File: src/rtl/lda_pkg.sv
// Shared types and constants for the queued line-drawing engine:
// command record, register map addresses, engine states and a small
// absolute-difference helper used when a line is loaded.
package lda_pkg;

  localparam int unsigned LDA_X_W      = 9;
  localparam int unsigned LDA_Y_W      = 8;
  localparam int unsigned LDA_COLOUR_W = 3;
  // Signed Bresenham error term: one bit of headroom plus a sign bit.
  localparam int unsigned LDA_ERR_W    = ((LDA_X_W > LDA_Y_W) ? LDA_X_W : LDA_Y_W) + 2;

  typedef struct packed {
    logic [LDA_X_W-1:0]      x0;
    logic [LDA_Y_W-1:0]      y0;
    logic [LDA_X_W-1:0]      x1;
    logic [LDA_Y_W-1:0]      y1;
    logic [LDA_COLOUR_W-1:0] colour;
  } lda_cmd_t;

  localparam logic [2:0] ADDR_STATUS   = 3'd0;
  localparam logic [2:0] ADDR_START    = 3'd1;
  localparam logic [2:0] ADDR_END      = 3'd2;
  localparam logic [2:0] ADDR_COLOUR   = 3'd3;
  localparam logic [2:0] ADDR_GO       = 3'd4;
  localparam logic [2:0] ADDR_MODE     = 3'd5;
  localparam logic [2:0] ADDR_PIXCOUNT = 3'd6;
  localparam logic [2:0] ADDR_RSVD     = 3'd7;

  typedef enum logic [1:0] {
    ST_IDLE = 2'd0,
    ST_LOAD = 2'd1,
    ST_DRAW = 2'd2
  } lda_state_e;

  // |a - b| for zero-extended coordinates.
  function automatic logic [LDA_ERR_W-1:0] lda_abs_diff(input logic [LDA_ERR_W-1:0] a,
                                                         input logic [LDA_ERR_W-1:0] b);
    logic [LDA_ERR_W-1:0] diff_s;
    if (a >= b) begin
      diff_s = a - b;
    end else begin
      diff_s = b - a;
    end
    return diff_s;
  endfunction

endpackage

File: src/rtl/lda_cmd_fifo.sv
// Synchronous command FIFO for queued line requests. Push is ignored when
// full and pop when empty, so the caller may drive them unconditionally.
module lda_cmd_fifo
  import lda_pkg::*;
#(
  parameter int unsigned DEPTH = 4
) (
  input  logic                     clk_i,
  input  logic                     rst_ni,
  input  logic                     push_i,
  input  lda_cmd_t                 data_i,
  input  logic                     pop_i,
  output lda_cmd_t                 data_o,
  output logic                     full_o,
  output logic                     empty_o,
  output logic [$clog2(DEPTH):0]   count_o
);

  localparam int unsigned AW    = $clog2(DEPTH);
  localparam int unsigned CNT_W = AW + 1;

  lda_cmd_t             mem_q [DEPTH];
  logic [AW-1:0]        wr_ptr_q;
  logic [AW-1:0]        rd_ptr_q;
  logic [CNT_W-1:0]     count_q;
  logic                 do_push_s;
  logic                 do_pop_s;

  assign full_o    = (count_q == CNT_W'(DEPTH));
  assign empty_o   = (count_q == {CNT_W{1'b0}});
  assign count_o   = count_q;
  assign data_o    = mem_q[rd_ptr_q];
  assign do_push_s = push_i && !full_o;
  assign do_pop_s  = pop_i && !empty_o;

  // Pointer and occupancy bookkeeping; pointers wrap naturally (power-of-two depth).
  always_ff @(posedge clk_i or negedge rst_ni) begin
    if (!rst_ni) begin
      wr_ptr_q <= {AW{1'b0}};
      rd_ptr_q <= {AW{1'b0}};
      count_q  <= {CNT_W{1'b0}};
    end else begin
      if (do_push_s) begin
        wr_ptr_q <= wr_ptr_q + AW'(1'b1);
      end
      if (do_pop_s) begin
        rd_ptr_q <= rd_ptr_q + AW'(1'b1);
      end
      case ({do_push_s, do_pop_s})
        2'b10:   count_q <= count_q + CNT_W'(1'b1);
        2'b01:   count_q <= count_q - CNT_W'(1'b1);
        default: count_q <= count_q;
      endcase
    end
  end

  // Entry storage, cleared on reset so a flushed queue holds no stale lines.
  always_ff @(posedge clk_i or negedge rst_ni) begin
    if (!rst_ni) begin
      for (int i = 0; i < int'(DEPTH); i++) begin
        mem_q[i] <= {$bits(lda_cmd_t){1'b0}};
      end
    end else if (do_push_s) begin
      mem_q[wr_ptr_q] <= data_i;
    end
  end

endmodule

File: src/rtl/lda_queued_engine.sv
// Queued line-drawing engine: Avalon-MM register file feeding a command
// FIFO, and a Bresenham FSM emitting one pixel per cycle on a valid/ready
// stream. Optional feature macro: LDA_CLIP_EN (skip pixels outside
// X_RES x Y_RES without emitting or counting them).
// Coordinate widths must match the lda_pkg values carried in lda_cmd_t.
module lda_queued_engine
  import lda_pkg::*;
#(
  parameter int unsigned X_W        = LDA_X_W,
  parameter int unsigned Y_W        = LDA_Y_W,
  parameter int unsigned COLOUR_W   = LDA_COLOUR_W,
  parameter int unsigned FIFO_DEPTH = 4,
  parameter int unsigned X_RES      = 320,
  parameter int unsigned Y_RES      = 240
) (
  input  logic                clk,
  input  logic                reset,
  input  logic [2:0]          avs_s1_address,
  input  logic                avs_s1_read,
  input  logic                avs_s1_write,
  input  logic [31:0]         avs_s1_writedata,
  output logic [31:0]         avs_s1_readdata,
  output logic                avs_s1_waitrequest,
  output logic [X_W-1:0]      pix_x,
  output logic [Y_W-1:0]      pix_y,
  output logic [COLOUR_W-1:0] pix_colour,
  output logic                pix_valid,
  input  logic                pix_ready
);

  localparam int unsigned CNT_W = $clog2(FIFO_DEPTH) + 1;
  localparam int unsigned XY_W  = X_W + Y_W;
  localparam int unsigned E_W   = LDA_ERR_W;

`ifdef LDA_CLIP_EN
  localparam logic CLIP_EN = 1'b1;
`else
  localparam logic CLIP_EN = 1'b0;
`endif

  // Register file
  logic [XY_W-1:0]     start_q;
  logic [XY_W-1:0]     end_q;
  logic [COLOUR_W-1:0] colour_q;
  logic                mode_q;
  logic                overflow_q;
  logic [31:0]         pixcount_q;

  // FIFO interface
  lda_cmd_t            fifo_din_s;
  lda_cmd_t            fifo_dout_s;
  logic                fifo_full_s;
  logic                fifo_empty_s;
  logic [CNT_W-1:0]    fifo_count_s;
  logic                fifo_pop_s;

  // Avalon decode
  logic                wr_go_s;
  logic                go_push_s;
  logic                go_drop_s;
  logic                busy_s;
  logic                pix_hs_s;
  logic [31:0]         rdata_s;

  // Engine state
  lda_state_e          state_q;
  lda_cmd_t            cmd_q;
  logic [X_W-1:0]      x_q;
  logic [Y_W-1:0]      y_q;
  logic [COLOUR_W-1:0] pix_colour_q;
  logic signed [E_W-1:0] dx_q;
  logic signed [E_W-1:0] dy_q;
  logic signed [E_W-1:0] err_q;
  logic                sx_q;
  logic                sy_q;
  logic                pix_valid_q;

  // Engine combinational helpers
  logic [E_W-1:0]        ld_dx_s;
  logic [E_W-1:0]        ld_dy_s;
  logic signed [E_W:0]   e2_s;
  logic signed [E_W:0]   dx_ext_s;
  logic signed [E_W:0]   neg_dy_s;
  logic                  step_x_s;
  logic                  step_y_s;
  logic signed [E_W-1:0] err_nxt_s;
  logic [X_W-1:0]        x_nxt_s;
  logic [Y_W-1:0]        y_nxt_s;
  logic                  at_end_s;
  logic                  advance_s;

  // True when the pixel is to be shown; always true without clipping.
  function automatic logic in_range(input logic [X_W-1:0] x, input logic [Y_W-1:0] y);
    logic within_s;
    within_s = ({{(32-X_W){1'b0}}, x} < X_RES) && ({{(32-Y_W){1'b0}}, y} < Y_RES);
    return !CLIP_EN || within_s;
  endfunction

  assign wr_go_s            = avs_s1_write && (avs_s1_address == ADDR_GO);
  assign go_push_s          = wr_go_s && !fifo_full_s;
  assign go_drop_s          = wr_go_s && fifo_full_s && mode_q;
  assign avs_s1_waitrequest = wr_go_s && fifo_full_s && !mode_q;
  assign busy_s             = !fifo_empty_s || (state_q != ST_IDLE);
  assign pix_hs_s           = pix_valid_q && pix_ready;
  assign fifo_pop_s         = (state_q == ST_IDLE) && !fifo_empty_s;

  assign fifo_din_s.x0      = start_q[X_W-1:0];
  assign fifo_din_s.y0      = start_q[XY_W-1:X_W];
  assign fifo_din_s.x1      = end_q[X_W-1:0];
  assign fifo_din_s.y1      = end_q[XY_W-1:X_W];
  assign fifo_din_s.colour  = colour_q;

  lda_cmd_fifo #(
    .DEPTH (FIFO_DEPTH)
  ) u_fifo (
    .clk_i   (clk),
    .rst_ni  (reset),
    .push_i  (go_push_s),
    .data_i  (fifo_din_s),
    .pop_i   (fifo_pop_s),
    .data_o  (fifo_dout_s),
    .full_o  (fifo_full_s),
    .empty_o (fifo_empty_s),
    .count_o (fifo_count_s)
  );

  // Software-visible registers, sticky overflow and accepted-pixel counter.
  always_ff @(posedge clk or negedge reset) begin
    if (!reset) begin
      start_q    <= {XY_W{1'b0}};
      end_q      <= {XY_W{1'b0}};
      colour_q   <= {COLOUR_W{1'b0}};
      mode_q     <= 1'b0;
      overflow_q <= 1'b0;
      pixcount_q <= 32'd0;
    end else begin
      if (avs_s1_write) begin
        case (avs_s1_address)
          ADDR_START:  start_q  <= avs_s1_writedata[XY_W-1:0];
          ADDR_END:    end_q    <= avs_s1_writedata[XY_W-1:0];
          ADDR_COLOUR: colour_q <= avs_s1_writedata[COLOUR_W-1:0];
          ADDR_MODE:   mode_q   <= avs_s1_writedata[0];
          default:     ;
        endcase
      end
      if (avs_s1_write && (avs_s1_address == ADDR_STATUS)) begin
        overflow_q <= 1'b0;
      end else if (go_drop_s) begin
        overflow_q <= 1'b1;
      end
      if (avs_s1_write && (avs_s1_address == ADDR_PIXCOUNT)) begin
        pixcount_q <= 32'd0;
      end else if (pix_hs_s) begin
        pixcount_q <= pixcount_q + 32'd1;
      end
    end
  end

  // Zero-wait read mux; returns zero when no read is in progress.
  always_comb begin
    rdata_s = 32'd0;
    if (avs_s1_read) begin
      case (avs_s1_address)
        ADDR_STATUS:   rdata_s = {16'd0, {(8-CNT_W){1'b0}}, fifo_count_s,
                                  5'd0, overflow_q, fifo_full_s, busy_s};
        ADDR_START:    rdata_s = {{(32-XY_W){1'b0}}, start_q};
        ADDR_END:      rdata_s = {{(32-XY_W){1'b0}}, end_q};
        ADDR_COLOUR:   rdata_s = {{(32-COLOUR_W){1'b0}}, colour_q};
        ADDR_MODE:     rdata_s = {31'd0, mode_q};
        ADDR_PIXCOUNT: rdata_s = pixcount_q;
        ADDR_GO:       rdata_s = 32'd0;
        ADDR_RSVD:     rdata_s = 32'd0;
        default:       rdata_s = 32'd0;
      endcase
    end else begin
      rdata_s = 32'd0;
    end
  end

  assign avs_s1_readdata = rdata_s;

  // Line setup terms and the next Bresenham step from the current pixel.
  always_comb begin
    ld_dx_s   = lda_abs_diff({{(E_W-X_W){1'b0}}, cmd_q.x1}, {{(E_W-X_W){1'b0}}, cmd_q.x0});
    ld_dy_s   = lda_abs_diff({{(E_W-Y_W){1'b0}}, cmd_q.y1}, {{(E_W-Y_W){1'b0}}, cmd_q.y0});
    e2_s      = {err_q, 1'b0};
    dx_ext_s  = {1'b0, dx_q};
    neg_dy_s  = -$signed({1'b0, dy_q});
    step_x_s  = (e2_s >= neg_dy_s);
    step_y_s  = (e2_s <= dx_ext_s);
    err_nxt_s = err_q;
    x_nxt_s   = x_q;
    y_nxt_s   = y_q;
    if (step_x_s) begin
      err_nxt_s = err_nxt_s - dy_q;
      x_nxt_s   = sx_q ? (x_q - X_W'(1'b1)) : (x_q + X_W'(1'b1));
    end else begin
      x_nxt_s   = x_q;
    end
    if (step_y_s) begin
      err_nxt_s = err_nxt_s + dx_q;
      y_nxt_s   = sy_q ? (y_q - Y_W'(1'b1)) : (y_q + Y_W'(1'b1));
    end else begin
      y_nxt_s   = y_q;
    end
    at_end_s  = (x_q == cmd_q.x1) && (y_q == cmd_q.y1);
    // A hidden (clipped) pixel advances without waiting for the sink.
    advance_s = (state_q == ST_DRAW) && (!pix_valid_q || pix_ready);
  end

  // Engine FSM: pop a command, load the step terms, then walk the line.
  always_ff @(posedge clk or negedge reset) begin
    if (!reset) begin
      state_q      <= ST_IDLE;
      cmd_q        <= {$bits(lda_cmd_t){1'b0}};
      x_q          <= {X_W{1'b0}};
      y_q          <= {Y_W{1'b0}};
      pix_colour_q <= {COLOUR_W{1'b0}};
      dx_q         <= {E_W{1'b0}};
      dy_q         <= {E_W{1'b0}};
      err_q        <= {E_W{1'b0}};
      sx_q         <= 1'b0;
      sy_q         <= 1'b0;
      pix_valid_q  <= 1'b0;
    end else begin
      case (state_q)
        ST_IDLE: begin
          if (!fifo_empty_s) begin
            cmd_q   <= fifo_dout_s;
            state_q <= ST_LOAD;
          end
        end
        ST_LOAD: begin
          x_q          <= cmd_q.x0;
          y_q          <= cmd_q.y0;
          pix_colour_q <= cmd_q.colour;
          dx_q         <= ld_dx_s;
          dy_q         <= ld_dy_s;
          sx_q         <= (cmd_q.x1 < cmd_q.x0);
          sy_q         <= (cmd_q.y1 < cmd_q.y0);
          err_q        <= ld_dx_s - ld_dy_s;
          pix_valid_q  <= in_range(cmd_q.x0, cmd_q.y0);
          state_q      <= ST_DRAW;
        end
        ST_DRAW: begin
          if (advance_s) begin
            if (at_end_s) begin
              pix_valid_q <= 1'b0;
              state_q     <= ST_IDLE;
            end else begin
              x_q         <= x_nxt_s;
              y_q         <= y_nxt_s;
              err_q       <= err_nxt_s;
              pix_valid_q <= in_range(x_nxt_s, y_nxt_s);
            end
          end
        end
        default: begin
          pix_valid_q <= 1'b0;
          state_q     <= ST_IDLE;
        end
      endcase
    end
  end

  assign pix_x      = x_q;
  assign pix_y      = y_q;
  assign pix_colour = pix_colour_q;
  assign pix_valid  = pix_valid_q;

endmodule

File: config.mk
export PLATFORM = sky130hd
export DESIGN_NAME = lda_queued_engine
export DESIGN_NICKNAME = d
export VERILOG_FILES = /design/src/rtl/lda_pkg.sv /design/src/rtl/lda_cmd_fifo.sv /design/src/rtl/lda_queued_engine.sv
export SDC_FILE = /design/constraint.sdc
export NUM_CORES = 1
export LEC_CHECK = 0
export CORE_ASPECT_RATIO = 1.25
export CORE_MARGIN = 2
export CORE_UTILIZATION = 61
export DETAILED_ROUTE_END_ITERATION = 10
export PLACE_DENSITY = 0.8
export SLEW_MARGIN = 20
export SYNTH_ARGS = -nofsm -noshare
export SYNTH_HDL_FRONTEND = slang
export SYNTH_SLANG_ARGS = --single-unit
File: constraint.sdc
create_clock -name clk -period 6.3 [get_ports clk]
set_input_delay 0.945 -clock clk [delete_from_list [all_inputs] [get_ports clk]]
set_output_delay 0.945 -clock clk [all_outputs]
set_load 0.01 [all_outputs]
; ---- Word-level counts from Yosys, hierarchy flattened
; Cells that the tools add are included.
; W data, S select, Z words.
[word_totals]
latch_bits = 0
register_bits = 321
output_inout_bits = 54
rom_bits = 0
mem_bits_rw = 0
in_bits = 40
memories = 0
word_cells = 170
[op_classes]
n_div = 0
mul = 0
n_lt_le_gt_ge = 9
bitwise_logic = 4
n_addsub = 17
n_reduce_logical = 39
shifts = 0
eq_ne = 20
n_mux = 37
[op_table]
columns = operator, n
row1 = $pmux W32 S7, 1
row2 = $bwmux W148, 1
row3 = $mux W37, 3
row4 = $mux W32, 3
row5 = $bmux W37 S2, 1
row6 = $demux W37 S2, 1
row7 = $mux W11, 6
row8 = $mux W9, 4
row9 = $add A32 B1 Y32 const B, 1
row10 = $mux W8, 4
row11 = $pmux W11 S2, 1
row12 = $sub A11 B11 Y11, 2
row13 = $sub A9 B9 Y10, 2
row14 = $pmux W9 S2, 1
row15 = $sub A8 B8 Y9, 2
row16 = $pmux W8 S2, 1
row17 = $eq A3 B3 Y1 const B, 5
row18 = $logic_and A1 B1 Y1, 14
row19 = $ge A12 B12 Y1, 1
row20 = $le A12 B12 Y1, 1
row21 = $ne A2 B2 Y1 const B, 6
row22 = $neg A11 Y12, 1
row23 = $reduce_and A2 Y1, 6
row24 = $add A11 B11 Y11, 1
row25 = 34 further kinds, 57

; ---- Depth between registers and ports, before layout
; Gate-level depths: netlist (run 1).
[logic_depth]
ltp_word = 8
ltp_mapped = 24
ltp_nobuf = 22

; ---- Cells and area by module
; A second synthesis (run 1) with hierarchy kept.
[unflattened]
cells_unflattened = 1745
hier_area_um2 = 18651.6
[modules_own_cells]
columns = module, cells_per_inst, area_per_inst_um2, instances, seq_area_each_um2
row1 = lda_queued_engine, 1352, 11828.8, 1, 4078.9
row2 = lda_cmd_fifo, 393, 6822.8, 1, 3878.7

; ---- Worst setup path before layout (run 1)
; Ideal clock, no wire load.
[synth_timing]
path_type = register to register
start = register dy_q[5]
end = register err_q[10]
setup_ps = 134
path_buffers = 2
synth_period_minus_slack_ps = 4680
slack_ps = 1620
t_required_ps = 6166
stages_incl_launch_ff = 25
arrival_ps = 4546
path_cell_list = dfrtp_1 -> nor4_1 -> nand2_1 -> nor2_1 -> nand2_1 -> xnor2_1 -> ha_1 -> and4_1 -> and2_1 -> o21ai_0 -> nand4b_1 -> o22a_1 -> buf_2 -> buf_2 -> mux2i_1 -> ha_1 -> fa_1 -> a211oi_1 -> o211ai_1 -> a31o_2 -> a21oi_1 -> xnor2_1 -> mux2i_1 -> xnor2_1 -> o211ai_1
[synth_via]
elab_chain_cells = 8
elab_cells_between_ends = 9
cone_classes = 3 x add/sub / 1 x order compare / 5 x mux
[synth_lines]
columns = element, line_no
row1 = "start, declared", lda_queued_engine.sv:72  ; logic signed [E_W-1:0] dy_q;
row2 = "start signal, assigned", lda_queued_engine.sv:220  ; dy_q <= {E_W{1'b0}};
row3 = "start signal, assigned", lda_queued_engine.sv:238  ; dy_q <= ld_dy_s;
row4 = $neg A11 Y12, lda_queued_engine.sv:188  ; neg_dy_s = -$signed({1'b0, dy_q});
row5 = $ge A12 B12 Y1, lda_queued_engine.sv:189  ; step_x_s = (e2_s >= neg_dy_s);
row6 = $mux W11 (*), lda_queued_engine.sv:194  ; if (step_x_s) begin
row7 = $add A11 B11 Y11, lda_queued_engine.sv:201  ; err_nxt_s = err_nxt_s + dx_q;
row8 = $mux W11 (*), lda_queued_engine.sv:200  ; if (step_y_s) begin
row9 = $mux W11 (*), lda_queued_engine.sv:247  ; if (at_end_s) begin
row10 = $mux W11 (*), lda_queued_engine.sv:246  ; if (advance_s) begin
row11 = $pmux W11 S2 (*), lda_queued_engine.sv:226  ; case (state_q)
row12 = "end signal, assigned", lda_queued_engine.sv:221  ; err_q <= {E_W{1'b0}};
row13 = "end signal, assigned", lda_queued_engine.sv:241  ; err_q <= ld_dx_s - ld_dy_s;
row14 = "end signal, assigned", lda_queued_engine.sv:253  ; err_q <= err_nxt_s;
row15 = "end, declared", lda_queued_engine.sv:73  ; logic signed [E_W-1:0] err_q;
; Mark *: on every way between the ends. The rest lies on a longest branch, timed or not. The select of a mux whose other input is x is not followed.
; A chain may end at the register's enable or synchronous reset.

; ---- Final worst setup path (run 1)
; Same ends and word-level chain as after synthesis.

==> impl_metrics.env, run 1 <==
export IMPL_path_max_fanout=15
export IMPL_via_count=13300
export IMPL_path_clk_slew_ns=0.06
export IMPL_synth_top_cell_area_share=0.430
export IMPL_use_met1=0.344
export IMPL_rr_worst_depth=22
export IMPL_wl_per_cell_um=20.3
export IMPL_io_pins=94
export IMPL_grt_max_degree=166
export IMPL_remaining_drc_errors=0
export IMPL_clk_path_buf_depth=3
export IMPL_grt_pass1_wl_um=71800
export IMPL_cts_tree="done"
export IMPL_synth_seq_area_share=0.430
export IMPL_yosys_area_top_type="dfrtp_1"
export IMPL_grt_remaining_overflow=0
export IMPL_start_kind="flip-flop"
export IMPL_period_minus_slack_ns=5.21
export IMPL_ys_warn_count=0
export IMPL_whs_ns=0.480
export IMPL_synth_common_cells="dfrtp_1 (318), mux2_2 (220), nand2_1 (121), nor2_1 (117), ha_1 (110)"
export IMPL_numCtsBuffers=34
export IMPL_synthesis_area_mm2=0.0185
export IMPL_htree_levels=2
export IMPL_cts_setup_buffers=0
export IMPL_cts_root_buf="clkbuf_16"
export IMPL_grtUsageTotal=0.284
export IMPL_ys_top_cells_by_area="dfrtp_1 (43%), mux2_2 (13%), ha_1 (7.4%)"
export IMPL_setup_tns_ns=0
export IMPL_finClkSkew_ns=0.0184
export IMPL_diodes=0
export IMPL_avgSynthCellArea_um2=10.8
export IMPL_avgViaCountPerCell=6.09
export IMPL_grt_util_met3=0.0379
export IMPL_area_growth_pct=13.0
export IMPL_die_y_um=199
export IMPL_drive_gt1_frac=0.200
export IMPL_worstPathRequired_ns=6.69
export IMPL_drt_iter0_drc=773
export IMPL_rsz0062_at_grt="no"
export IMPL_synth_seq_cells=318
export IMPL_die_w_um=160
export IMPL_max_freq_ghz=0.192
export IMPL_gp_congestion=0.911
export IMPL_fin_nets=1926
export IMPL_power_uw=13300
export IMPL_worstSetupEndpointType="flip-flop"
export IMPL_layoutNonFillerInstCount=2192
export IMPL_setup_viol=0
export IMPL_hold_viol_final=0
export IMPL_antenna_found_initial=1
export IMPL_grt_pass1_vias=13800
export IMPL_synth_cell_type_count=74
export IMPL_fp_dieArea_mm2=0.0317
export IMPL_peakVddDrop_v=0.000622
export IMPL_ys_flop_type="dfrtp_1"
export IMPL_port_buffers=78
export IMPL_synth_fp_nets=1865
export IMPL_rows=71
export IMPL_tightest_slew_ns=1.05
export IMPL_p_leak_uw=0.00958
export IMPL_hp_class="primary input to asynchronous set/reset pin"
export IMPL_synth_edff_count=0
export IMPL_power_density_mw_per_mm2=637
export IMPL_cap_viol_max_count=0
export IMPL_worstSetupPathType="flip-flop to flip-flop"
export IMPL_postLayoutSetupSlackWorst_ns=1.09
export IMPL_period_share=0.827
export IMPL_timing_reg2reg_setup_slack_ns=1.09
export IMPL_dp_cells=2130
export IMPL_arrival_ns=5.60
export IMPL_slew_headroom=0.302
export IMPL_cts_sinks=318
export IMPL_drt_pre_antenna_iters=8
export IMPL_yosysMostFrequentCell="dfrtp_1"
export IMPL_async_flop_share=1.00
export IMPL_clock_latency_ns=0.53
export IMPL_ant_nets=0
export IMPL_dp_hpwl_um=30600
export IMPL_outcome="complete, no violations"
export IMPL_grt_busiest_layer="met2"
export IMPL_dp_slack_ns=1.14
export IMPL_start_util=0.618
export IMPL_grt_use_met2=0.505
export IMPL_routed_wl_um=44400
export IMPL_drv_slew=0
export IMPL_cts_resized=0
export IMPL_syn_inst=1705
export IMPL_core_area_mm2=0.0299
export IMPL_hold_buffers=0
## per-layer routing
| layer | share of wire | vias up |
|---|---|---|
| met3 | 0.046 | 109 |
| met4 | 0.044 | 2 |
| met5 | 0.00038 | - |
| met2 | 0.51 | 395 |
| li1 | - | 6195 |
| met1 | 0.40 | 6638 |
## registers in the layout (all words and copies together) (netlist names)
| name | cells |
|---|---|
| overflow_q | 1 |
| err_q | 11 |
| sx_q | 1 |
| colour_q | 3 |
| pix_colour | 3 |
| dy_q | 9 |
| pixcount_q | 32 |
| pix_valid | 1 |
| u_fifo.mem_q | 148 |
| u_fifo.count_o | 3 |
| mode_q | 1 |
| cmd_q | 37 |
| state_q | 2 |
| pix_x | 9 |
| end_q | 17 |
| sy_q | 1 |
| u_fifo.rd_ptr_q | 2 |
| dx_q | 10 |
| pix_y | 8 |
| start_q | 17 |
| u_fifo.wr_ptr_q | 2 |
## worst paths after layout
| kind | from | endpoint |
|---|---|---|
| min in group clk | u_fifo.mem_q[40] | u_fifo.mem_q[40] |
| hold / removal | reset | u_fifo.mem_q[118] |
| max in group asynchronous | reset | u_fifo.rd_ptr_q[0] |
| setup / recovery | dy_q[5] | err_q[10] |
| hold reg to reg | u_fifo.mem_q[40] | u_fifo.mem_q[40] |
| setup reg to reg | dy_q[5] | err_q[10] |
## cells by family after synthesis
group                      after synthesis  synth area share
AOI/OAI and AO/OA                      294            0.0990
xor gates and xnor gates               102            0.0483
adders and majority gates              120            0.0852
buffers and inverters                  175            0.0363
DFF                                    318             0.430
muxes                                  288             0.196
and+or+nand+nor                        408             0.105
## critical path: stages, from the launching register on
cell and delay [ns]:
dfrtp_1 0.41, nor4_1 0.38, nand2_1 0.12, nor2_1 0.14, nand2_1 0.12, xnor2_1 0.15, ha_1 0.28, and4_1 0.21
a21oi_1 0.15, o21ai_0 0.13, a21oi_1 0.13, o22a_1 0.17, buf_4 0.22, mux2_2 0.40, fa_1 0.46, a211oi_1 0.35
o211ai_1 0.18, a31o_2 0.26, a21oi_1 0.17, xnor2_1 0.17, mux2i_1 0.24, xnor2_1 0.15, o211ai_1 0.10
## where the power goes
part	internal [µW]	total [µW]	switching (µW)	leakage, µW
Clock	1320	2170	847	0.000610
Combinational	3610	7770	4160	0.00484
Sequential	2740	3380	643	0.00413
Total	7660	13300	5650	0.00958
## area by class of cell
| cell class | count | area [µm²] |
|---|---|---|
| multi-input cells | 1212 | 9880 |
| clock inverters | 15 | 190 |
| well taps | 401 | 502 |
| inverters | 103 | 387 |
| clock buffers | 46 | 1030 |
| repair buffers | 97 | 961 |
| fillers | 2089 | 9030 |
| flip-flops and latches | 318 | 7960 |
## placed cells by master (no fill, tap or decap), types with 6 or more instances in the layout
cell type,count
dfrtp_1,317
a21oi_1,86
ha_1,110
nor2b_1,26
clkdlybuf4s50_1,77
nand2_1,121
a21o_1,12
nor2_1,116
nand3_1,30
xnor2_1,64
clkinv_2,7
clkbuf_8,7
a211o_1,7
a22oi_1,11
a211oi_1,6
o31ai_1,6
nor3_1,29
mux2i_1,28
o21ai_0,96
xor2_1,38
nand4_1,13
buf_4,17
and2_1,6
a31oi_1,9
and3_1,22
o21a_1,8
mux2_2,220
o211ai_1,8
fa_1,10
clkbuf_16,37
or3_1,9
mux4_2,37
nor4_1,6
inv_1,102
## stage by stage
stage               utilization  area [µm²]
CTS                       0.697       20900
detailed placement        0.657       19700
global placement          0.657       19700
floorplan                     -       18500
finish                    0.698       20900
global route              0.698       20900
No activity file was read; power rests on OpenSTA's default activity.
==> run 2: changes to the inputs <==
clock period = 4.95 ns   (was 6.3 ns; I/O delays follow)
==> impl_metrics.env, run 2 (synthesis results as in run 1) <==
export IMPL_outcome="complete, no violations"
export IMPL_grt_pass1_wl_um=73000
export IMPL_max_freq_ghz=0.212
export IMPL_cpMaxStageDelayCell="dfrtp_1"
export IMPL_routed_wl_um=45300
export IMPL_port_buffers=78
export IMPL_remaining_drc_errors=0
export IMPL_max_flop_register="u_fifo.mem_q"
export IMPL_drv_slew=0
export IMPL_layout_commonest_cell="dfrtp_1"
export IMPL_die_y_um=199
export IMPL_p_leak_uw=0.00964
export IMPL_worstSetupEndpointType="flip-flop"
export IMPL_peakVddDrop_v=0.000602
export IMPL_io_pins=94
export IMPL_layout_common_cells="dfrtp_1 (316), mux2_2 (220), nand2_1 (121)"
export IMPL_cpLargestDelayFamily="simple AND/OR/NAND/NOR gates"
export IMPL_final_core_util=0.701
export IMPL_finClkSkew_ns=0.0111
export IMPL_cts_tree="done"
export IMPL_core_area_mm2=0.0299
export IMPL_hp_class="primary input to asynchronous set/reset pin"
export IMPL_clk_path_buf_depth=3
export IMPL_setup_viol=0
export IMPL_rows=71
export IMPL_gp_congestion=0.924
export IMPL_max_stage_delay_ns=0.39
export IMPL_drive_gt1_frac=0.216
export IMPL_path_max_fanout=4
export IMPL_hold_viol_final=0
export IMPL_wl_per_cell_um=20.4
export IMPL_hold_buffers=0
export IMPL_grt_remaining_overflow=0
export IMPL_power_density_mw_per_mm2=817
export IMPL_clock_latency_ns=0.57
export IMPL_arrival_ns=5.15
export IMPL_grt_max_degree=131
export IMPL_cts_root_buf="clkbuf_16"
export IMPL_ant_nets=0
export IMPL_die_w_um=160
export IMPL_slew_headroom=0.313
export IMPL_worstSetupPathType="flip-flop to flip-flop"
export IMPL_path_clk_slew_ns=0.07
export IMPL_largest_register_ffs=148
export IMPL_reg_top3="u_fifo.mem_q: 148 flops, cmd_q: 37 flops, pixcount_q: 32 flops"
export IMPL_start_util=0.618
export IMPL_numCtsBuffers=31
export IMPL_via_count=13500
export IMPL_drt_pre_antenna_iters=5
export IMPL_power_uw=17100
export IMPL_area_growth_pct=13.5
export IMPL_crit_chain="nor4_2, nand2_1, nor2_2, nand2_1, xnor2_1, ha_1, and4_4, nand2_1, o21ai_0, o22a_2, buf_4, mux2_2, ha_1, or2_2, a21o_1, a31o_2, a21oi_2, xnor2_1, mux2i_1, xnor2_1, o211ai_1"
export IMPL_htree_levels=1
export IMPL_fp_dieArea_mm2=0.0317
export IMPL_grt_pass1_vias=14000
export IMPL_cap_viol_max_count=0
export IMPL_diodes=0
export IMPL_cts_sinks=318
export IMPL_period_minus_slack_ns=4.71
export IMPL_worstPathRequired_ns=5.39
export IMPL_tightest_slew_ns=1.03
export IMPL_grtUsageTotal=0.287
export IMPL_antenna_found_initial=0
export IMPL_fill_cells=2146
export IMPL_period_share=0.951
export IMPL_timing_reg2reg_setup_slack_ns=0.24
export IMPL_drt_iter0_drc=951
export IMPL_fin_nets=1956
export IMPL_dp_hpwl_um=32200
export IMPL_start_kind="flip-flop"
export IMPL_crit_buf_inv=1
export IMPL_avgViaCountPerCell=6.07
[run 2: timing repair]
item                                    4_1_cts  5_1_grt
gates resized for setup                       0       13
endpoints found under the setup margin        0        5
buffers inserted                              0        3
[run 2: final timing paths]
| kind | to | cells after the start | startpoint |
|---|---|---|---|
| setup / recovery | err_q[10] | 21 | dy_q[2] |
| hold / removal | pix_y[5] | 1 | reset |
| setup reg to reg | err_q[10] | 21 | dy_q[2] |
| hold reg to reg | u_fifo.mem_q[40] | 2 | u_fifo.mem_q[40] |
| max in group asynchronous | u_fifo.mem_q[105] | 3 | reset |
| min in group clk | u_fifo.mem_q[40] | 2 | u_fifo.mem_q[40] |
[run 2: cell type report]
cell class / instances / area [µm²] / area share
clock inverter: 17 / 188 / 0.00894
clock buffer: 38 / 822 / 0.0392
timing repair buffer: 130 / 1210 / 0.0576
inverter: 103 / 387 / 0.0184
tap: 401 / 502 / 0.0239
sequential: 318 / 7960 / 0.379
multi-input combinational: 1212 / 9930 / 0.473
[run 2: where the power goes]
part           internal (µW)  switching, µW
Clock                   1340           1030
Sequential              3490            857
Combinational           4920           5510
Total                   9740           7400
[run 2: per-stage QoR]
stage               hold WS [ns]  instance area, µm²  TNS [ns]  worst slack (ns)  instances
CTS                        0.301               20900         0            0.0171       2215
global route              0.0259               21000  -0.00888          -0.00888       2219
floorplan                  0.445               18500         0             0.270       1705
global placement           0.456               19900         0            0.0495       2160
detailed placement         0.474               19900         0            0.0399       2160
finish                    0.0185               21000         0             0.242       2219
[run 2: layer usage]
metal	share of wire	vias up	track usage
met2	0.52	387	0.522
met5	0	-	0
li1	-	6245	-
met1	0.39	6743	0.346
met3	0.044	105	0.0357
met4	0.042	0	0.120
